$ cat config.mk
export PLATFORM = sky130hd
export DESIGN_NAME = pulse_handshake_src
export DESIGN_NICKNAME = d
export VERILOG_FILES = /design/src/rtl/pulse_sync_pkg.sv /design/src/rtl/sync_ff.sv /design/src/rtl/pulse_handshake_src.sv
export SDC_FILE = /design/constraint.sdc
export NUM_CORES = 1
export LEC_CHECK = 0
export CORE_AREA = 5 5 42 44
export DETAILED_ROUTE_END_ITERATION = 16
export DIE_AREA = 0 0 47 49
export PLACE_DENSITY = 0.63
export SLEW_MARGIN = 10
export SYNTH_ARGS = -nofsm -noshare
export SYNTH_HDL_FRONTEND = slang
export SYNTH_SLANG_ARGS = --single-unit
$ cat constraint.sdc
create_clock -name clk -period 2.6 [get_ports clk]
set_input_delay 0.52 -clock clk [delete_from_list [all_inputs] [get_ports clk]]
set_output_delay 0.52 -clock clk [all_outputs]
set_load 0.1 [all_outputs]
$ cat src/rtl/pulse_sync_pkg.sv
// rtl/pulse_sync_pkg.sv - shared types and defaults for the pulse synchronizer blocks
package pulse_sync_pkg;

    typedef enum logic {
        IDLE     = 1'b0,
        WAIT_ACK = 1'b1
    } hs_state_t;

    localparam int DEFAULT_SYNC_STAGES = 2;

endpackage

$ cat src/rtl/sync_ff.sv
// rtl/sync_ff.sv - multi-flop bit synchronizer for a single asynchronous level
import pulse_sync_pkg::*;

module sync_ff #(
    parameter int STAGES = DEFAULT_SYNC_STAGES
) (
    input  logic clk,
    input  logic rst,
    input  logic d,
    output logic q
);

    logic [STAGES-1:0] r_shift;

    always_ff @(posedge clk) begin
        if (rst) begin
            r_shift <= '0;
        end else begin
            r_shift <= {r_shift[STAGES-2:0], d};
        end
    end

    assign q = r_shift[STAGES-1];

endmodule

$ cat src/rtl/pulse_handshake_src.sv
// rtl/pulse_handshake_src.sv - request end of a two-phase toggle handshake carrying pulses across domains
import pulse_sync_pkg::*;

module pulse_handshake_src #(
    parameter int SYNC_STAGES = DEFAULT_SYNC_STAGES,
    parameter int CNT_W       = 4
) (
    input  logic             clk,
    input  logic             rst,
    input  logic             pulse_in,
    input  logic             ack_async,
    output logic             req_toggle,
    output logic             busy,
    output logic [CNT_W-1:0] pending,
    output logic             overflow,
    output logic             ack_err
);

    localparam logic [CNT_W-1:0] PEND_MAX = '1;

    hs_state_t        r_state;
    hs_state_t        w_state_next;
    logic             r_req;
    logic             r_overflow;
    logic             r_ack_err;
    logic [CNT_W-1:0] r_pending;
    logic [CNT_W-1:0] w_pending_next;
    logic             w_ack_sync;
    logic             w_aligned;
    logic             w_issue;
    logic             w_dec;
    logic             w_inc;
    logic             w_overflow_set;
    logic             w_ack_err_set;

    sync_ff #(
        .STAGES (SYNC_STAGES)
    ) u_ack_sync (
        .clk (clk),
        .rst (rst),
        .d   (ack_async),
        .q   (w_ack_sync)
    );

    assign w_aligned = (w_ack_sync == r_req);

    // A misaligned ack while idle blocks issuing until the destination realigns.
    always_comb begin
        w_state_next  = r_state;
        w_issue       = 1'b0;
        w_ack_err_set = 1'b0;
        case (r_state)
            IDLE: begin
                if (!w_aligned) begin
                    w_ack_err_set = 1'b1;
                end else if ((r_pending != '0) || pulse_in) begin
                    w_issue      = 1'b1;
                    w_state_next = WAIT_ACK;
                end
            end
            WAIT_ACK: begin
                if (w_aligned) begin
                    w_state_next = IDLE;
                end
            end
            default: w_state_next = IDLE;
        endcase
    end

    // A pulse issued straight from an empty queue never enters the counter.
    assign w_dec = w_issue && (r_pending != '0);
    assign w_inc = pulse_in && !(w_issue && (r_pending == '0));

    always_comb begin
        w_pending_next = r_pending;
        w_overflow_set = 1'b0;
        if (w_inc && !w_dec) begin
            if (r_pending == PEND_MAX) begin
                w_overflow_set = 1'b1;
            end else begin
                w_pending_next = r_pending + 1'b1;
            end
        end else if (!w_inc && w_dec) begin
            w_pending_next = r_pending - 1'b1;
        end
    end

    always_ff @(posedge clk) begin
        if (rst) begin
            r_state    <= IDLE;
            r_req      <= 1'b0;
            r_pending  <= '0;
            r_overflow <= 1'b0;
            r_ack_err  <= 1'b0;
        end else begin
            r_state   <= w_state_next;
            r_pending <= w_pending_next;
            if (w_issue) begin
                r_req <= ~r_req;
            end
            if (w_overflow_set) begin
                r_overflow <= 1'b1;
            end
            if (w_ack_err_set) begin
                r_ack_err <= 1'b1;
            end
        end
    end

    assign req_toggle = r_req;
    assign busy       = (r_state == WAIT_ACK);
    assign pending    = r_pending;
    assign overflow   = r_overflow;
    assign ack_err    = r_ack_err;

endmodule

### After elaboration in Yosys (flattened, before gate mapping)

Index checks and enable logic that the tools add are counted.

* input bits: 4
* logic and storage cells: 37
* register bits: 10
* output and inout bits: 8

* bitwise logic cells: 2
* add/sub/neg operators: 2
* equality and inequality tests: 3
* reductions and logical operators: 13
* multiplexer cells: 11

Operators by type and width (count)
* $mux 4: 3
* $mux 1: 7
* $logic_and 1x1->1: 5
* $add 4x1->4 const B: 1
* $eq 4x4->1 const B: 1
* $logic_not 4->1: 1
* $reduce_bool 4->1: 1
* $sub 4x1->4 const B: 1
* $logic_not 1->1: 3
* $ne 2x2->1 const B: 1
* $not 1->1: 2
* $pmux 1 s2: 1
* $reduce_and 2->1: 1
* $reduce_bool 2->1: 1
* $eq 1x1->1: 1
* $logic_or 1x1->1: 1

### Depth between registers and ports, before layout

* depth after elaboration: 12
* mapped depth: 7
* depth with buffers taken out: 7

### Modules after synthesis

From an unflattened synthesis, not the netlist that was laid out.

* cell total of the unflattened synthesis: 55
* area, all modules: 511.7 µm²

Modules (own cells, without submodules)
* pulse_handshake_src: instances 1, cells an instance 51, area each 459.2 µm², seq. area each 160.2 µm²
* sync_ff: instances 1, cells an instance 4, area each 52.6 µm², seq. area each 40.0 µm²

### Worst setup path after synthesis

Ideal clock, no wire load.

* kind: flip-flop to flip-flop
* start point: register r_req (netlist: req_toggle)
* end point: register r_pending[3] (netlist: pending[3])
* library setup time: 147 ps
* period minus slack after synthesis: 2743 ps
* arrival time: 2595 ps
* setup slack: -143 ps
* buffers on the path: 0
* stages on the path, launching flop included: 8
* data required time: 2453 ps
* cells stage by stage: dfxtp_1 xor2_2 o21ai_0 ha_1 a21oi_1 a21boi_0 mux2i_1 o311ai_0

* longest elaborated chain between the ends: 10
* elaborated cells between the ends (all ways): 15
* those cells by class: 2 x eq/ne; 3 x mux; 10 x reduce/logical

RTL lines
* start, declared: line pulse_handshake_src.sv:23 `logic r_req;`
* start signal, assigned: line pulse_handshake_src.sv:99 `r_req <= ~r_req;`
* $eq 1x1->1 (*): line pulse_handshake_src.sv:45 `assign w_aligned = (w_ack_sync == r_req);`
* $mux 1 (*): line pulse_handshake_src.sv:54 `if (!w_aligned) begin`
* $mux 1 (*): line pulse_handshake_src.sv:52 `case (r_state)`
* $logic_and 1x1->1: line pulse_handshake_src.sv:72 `assign w_inc = pulse_in && !(w_issue && (r_pending == '0));`
* $logic_not 1->1: line pulse_handshake_src.sv:72
* $logic_and 1x1->1: line pulse_handshake_src.sv:72
* $logic_not 1->1: line pulse_handshake_src.sv:83 `end else if (!w_inc && w_dec) begin`
* $logic_and 1x1->1: line pulse_handshake_src.sv:83
* $reduce_bool 2->1 (no source line)
* $reduce_and 2->1 (no source line)
* end signal, assigned: line pulse_handshake_src.sv:97 `r_pending <= w_pending_next;`
* end, declared: line pulse_handshake_src.sv:26 `logic [CNT_W-1:0] r_pending;`

Every way passes the cells marked *; elsewhere a longest branch is shown, timed or not.
A chain may end at the register's enable or synchronous reset.

### Worst setup path in the final report

Ends and elaborated chain as after synthesis.

==> run_results.csv <==
group,metric,value,unit
timing,rsz0062_at_grt,"false",
routing,m1WireLength,478,um
routing,drt_iter0_drc,9,
grt,overflow,0,
routing,top_layer,"met4",
timing,period_minus_slack,1.99,ns
yosys,synth_top_area_share,0.372,
yosys,syn_inst,53,
place,globalplace.congestion,0.751,
finish,nFillCells,151,
worst_setup_path,crit_arrival,2.11,ns
clock_tree,clockBufferDepth,2,
yosys,synth.ff_latch_count,10,
routing,antenna_left,0,
worst_setup_path,crit_path_max_fanout,6,
timing,relSlewSlack,0.569,
worst_setup_path,end_kind,"flop",
status,status,"finished clean",
clock_tree,cts_setup_buffers,0,
worst_hold_path,hold_end,"u_ack_sync.r_shift[1]$_SDFF_PP0_",
floorplanning,dieArea,2300,um^2
clock_tree,clkTransAtPathRegs,0.06,ns
worst_hold_path,hp-start,"u_ack_sync.r_shift[0]$_SDFF_PP0_",
worst_setup_path,rrSetupSlack,0.61,ns
worst_setup_path,worstPathRequired,2.72,ns
floorplanning,die_w,47,um
yosys,synth_cell_types,27,
finish,diodes,0,
finish,layout_common_cells,"buf_4, dfxtp_1, nor2_1",
worst_setup_path,reg2reg_depth,8,
clock_tree,holdBufCountCts,0,
clock_tree,clock_latency,0.26,ns
timing,worstMarginPinSlew,0.641,ns
routing,drc,0,
routing,num_vias,425,
clock_tree,cts-root-buf,"clkbuf_4",
floorplanning,fp.dieH,49,um
worst_hold_path,holdPathStages,1,
worst_setup_path,timing.rr.end,"pending[3]$_SDFFE_PP0P_",
floorplanning,num_rows,14,
timing,finalHoldViolCount,0,
timing,maxSlewViolCount,0,
yosys,synth_area,538,um^2
yosys,seq_area_frac_synth,0.372,
timing,setup-tns-final,0,ns
floorplanning,core,1400,um^2
timing,finalClockSkew,0.00305,ns
place,numPortBuffers,11,
clock_tree,clock-sinks,10,
clock_tree,cts_max_level,1,
floorplanning,start_util,0.384,
grt,grt_pass1_wl,1.73,mm
routing,wl,1.04,mm
routing,via_per_inst,5.06,
timing,finalSetupViolations,0,
timing,fmax,502,MHz
worst_setup_path,critical_path_class,"flop to flop",
grt,grt_use_total,0.103,
grt,grt_max_degree,15,
finish,layout-drive-gt1-share,0.294,
flow_run,maxCapViolations,0,
finish,syn2layout_area_growth,27.0,%
grt,antenna_found_initial,0,
worst_hold_path,hold_path.class,"flop to flop",
routing,route.met3.wl,38,um
timing,fin_crit_sh,0.765,
routing,firstDrtPassIters,3,
yosys,synth_top_area_cell,"dfxtp_1",
clock_tree,cts-buffers-inserted,3,
grt,grt_pass1_vias,412,
place,dp_hpwl,815,um
yosys,syn_nets,60,
yosys,syn_area_per_cell,10.2,um^2
worst_setup_path,r2r_start,"req_toggle$_SDFFE_PP0N_",
routing,wl_per_cell,12.4,um
finish,final_common_cell,"buf_4",
worst_setup_path,startpoint_type,"flop",
finish,fin_nets,77,
yosys,ys_warn_count,0,
clock_tree,cts_tree,"done",
clock_tree,ctsResizeCount,0,
routing,met2_length,506,um
yosys,synth.area.top_cells,"dfxtp_1, ha_1, nand4bb_1",
floorplanning,ioPinCount,12,
[cell usage after synthesis]
| library cell | count |
|---|---|
| a211oi_1 | 1 |
| a21boi_0 | 1 |
| a21oi_1 | 4 |
| clkbuf_1 | 1 |
| dfxtp_1 | 10 |
| fa_1 | 1 |
| ha_1 | 2 |
| inv_1 | 2 |
| mux2_4 | 1 |
| mux2i_1 | 1 |
| nand2_1 | 1 |
| nand2b_1 | 2 |
| nand3_1 | 1 |
| nand4_1 | 2 |
| nand4bb_1 | 2 |
| nor2_1 | 6 |
| nor2b_1 | 3 |
| nor2b_4 | 1 |
| nor4_1 | 1 |
| nor4_4 | 1 |
| o211ai_2 | 1 |
| o21ai_0 | 2 |
| o21ba_2 | 1 |
| o311ai_0 | 1 |
| o31ai_1 | 1 |
| xnor2_1 | 2 |
| xor2_2 | 1 |
[worst max-delay path by stage]
stage | start | to | slack [ns] | depth (start not counted)
after floorplan | busy$_SDFF_PP0_ | pending[3]$_SDFFE_PP0P_ | 0.02 | 6
after global placement | pulse_in | pending[3]$_SDFFE_PP0P_ | 0.37 | 8
after detailed placement | pulse_in | pending[3]$_SDFFE_PP0P_ | 0.33 | 8
after CTS | req_toggle$_SDFFE_PP0N_ | pending[3]$_SDFFE_PP0P_ | 0.59 | 8
after global routing | req_toggle$_SDFFE_PP0N_ | pending[3]$_SDFFE_PP0P_ | 0.39 | 7
final | req_toggle$_SDFFE_PP0N_ | pending[3]$_SDFFE_PP0P_ | 0.61 | 8
[cells by family after synthesis]
group / count (synthesis) / share of synthesized area
AND/OR/NAND/NOR: 20 / 0.258
adder cells (fa/ha/maj): 3 / 0.0837
flip-flops: 10 / 0.372
AO/OA/AOI/OAI: 12 / 0.156
XOR/XNOR: 3 / 0.0628
buffers and inverters: 3 / 0.0209
multiplexers: 2 / 0.0465
[critical path, stage by stage (launching register included)]
cell and delay (ns):
dfxtp_2 0.37, xor2_2 0.32, o21ai_0 0.17, buf_4 0.18, ha_1 0.17, a21oi_1 0.25
a21boi_0 0.13, mux2i_1 0.13, o311ai_0 0.12
[sequential cells by signal (all words and copies together) (netlist names)]
| signal | flops |
|---|---|
| ack_err | 1 |
| req_toggle | 1 |
| pending | 4 |
| overflow | 1 |
| u_ack_sync.r_shift | 2 |
| busy | 1 |
[metrics by stage]
stage               setup slack, ns  utilization  area [um^2]  instances  hold WS [ns]
floorplan                    0.0189            -          539         53         0.414
global placement              0.374        0.471          661         81         0.432
detailed placement            0.334        0.471          661         81         0.437
CTS                           0.586        0.488          683         84         0.453
global route                  0.392        0.488          683         84         0.459
finish                        0.610        0.488          683         84         0.447
[cell type report]
| class | instances | area (um^2) | area share |
|---|---|---|---|
| multi-input cells | 40 | 327 | 0.478 |
| flip-flops and latches | 10 | 201 | 0.295 |
| repair buffers | 13 | 105 | 0.154 |
| clock buffers | 3 | 22.5 | 0.0330 |
| inverters | 2 | 7.51 | 0.0110 |
| well taps | 16 | 20.0 | 0.0293 |
[routing by layer]
layer,vias up,GRT usage
met4,0,0.0691
met2,5,0.149
met1,196,0.124
met3,2,0.0332
met5,-,0
li1,222,-
Power is not shown: default switching activity piles up to over one toggle a cycle in this logic, so the estimate is an artifact.
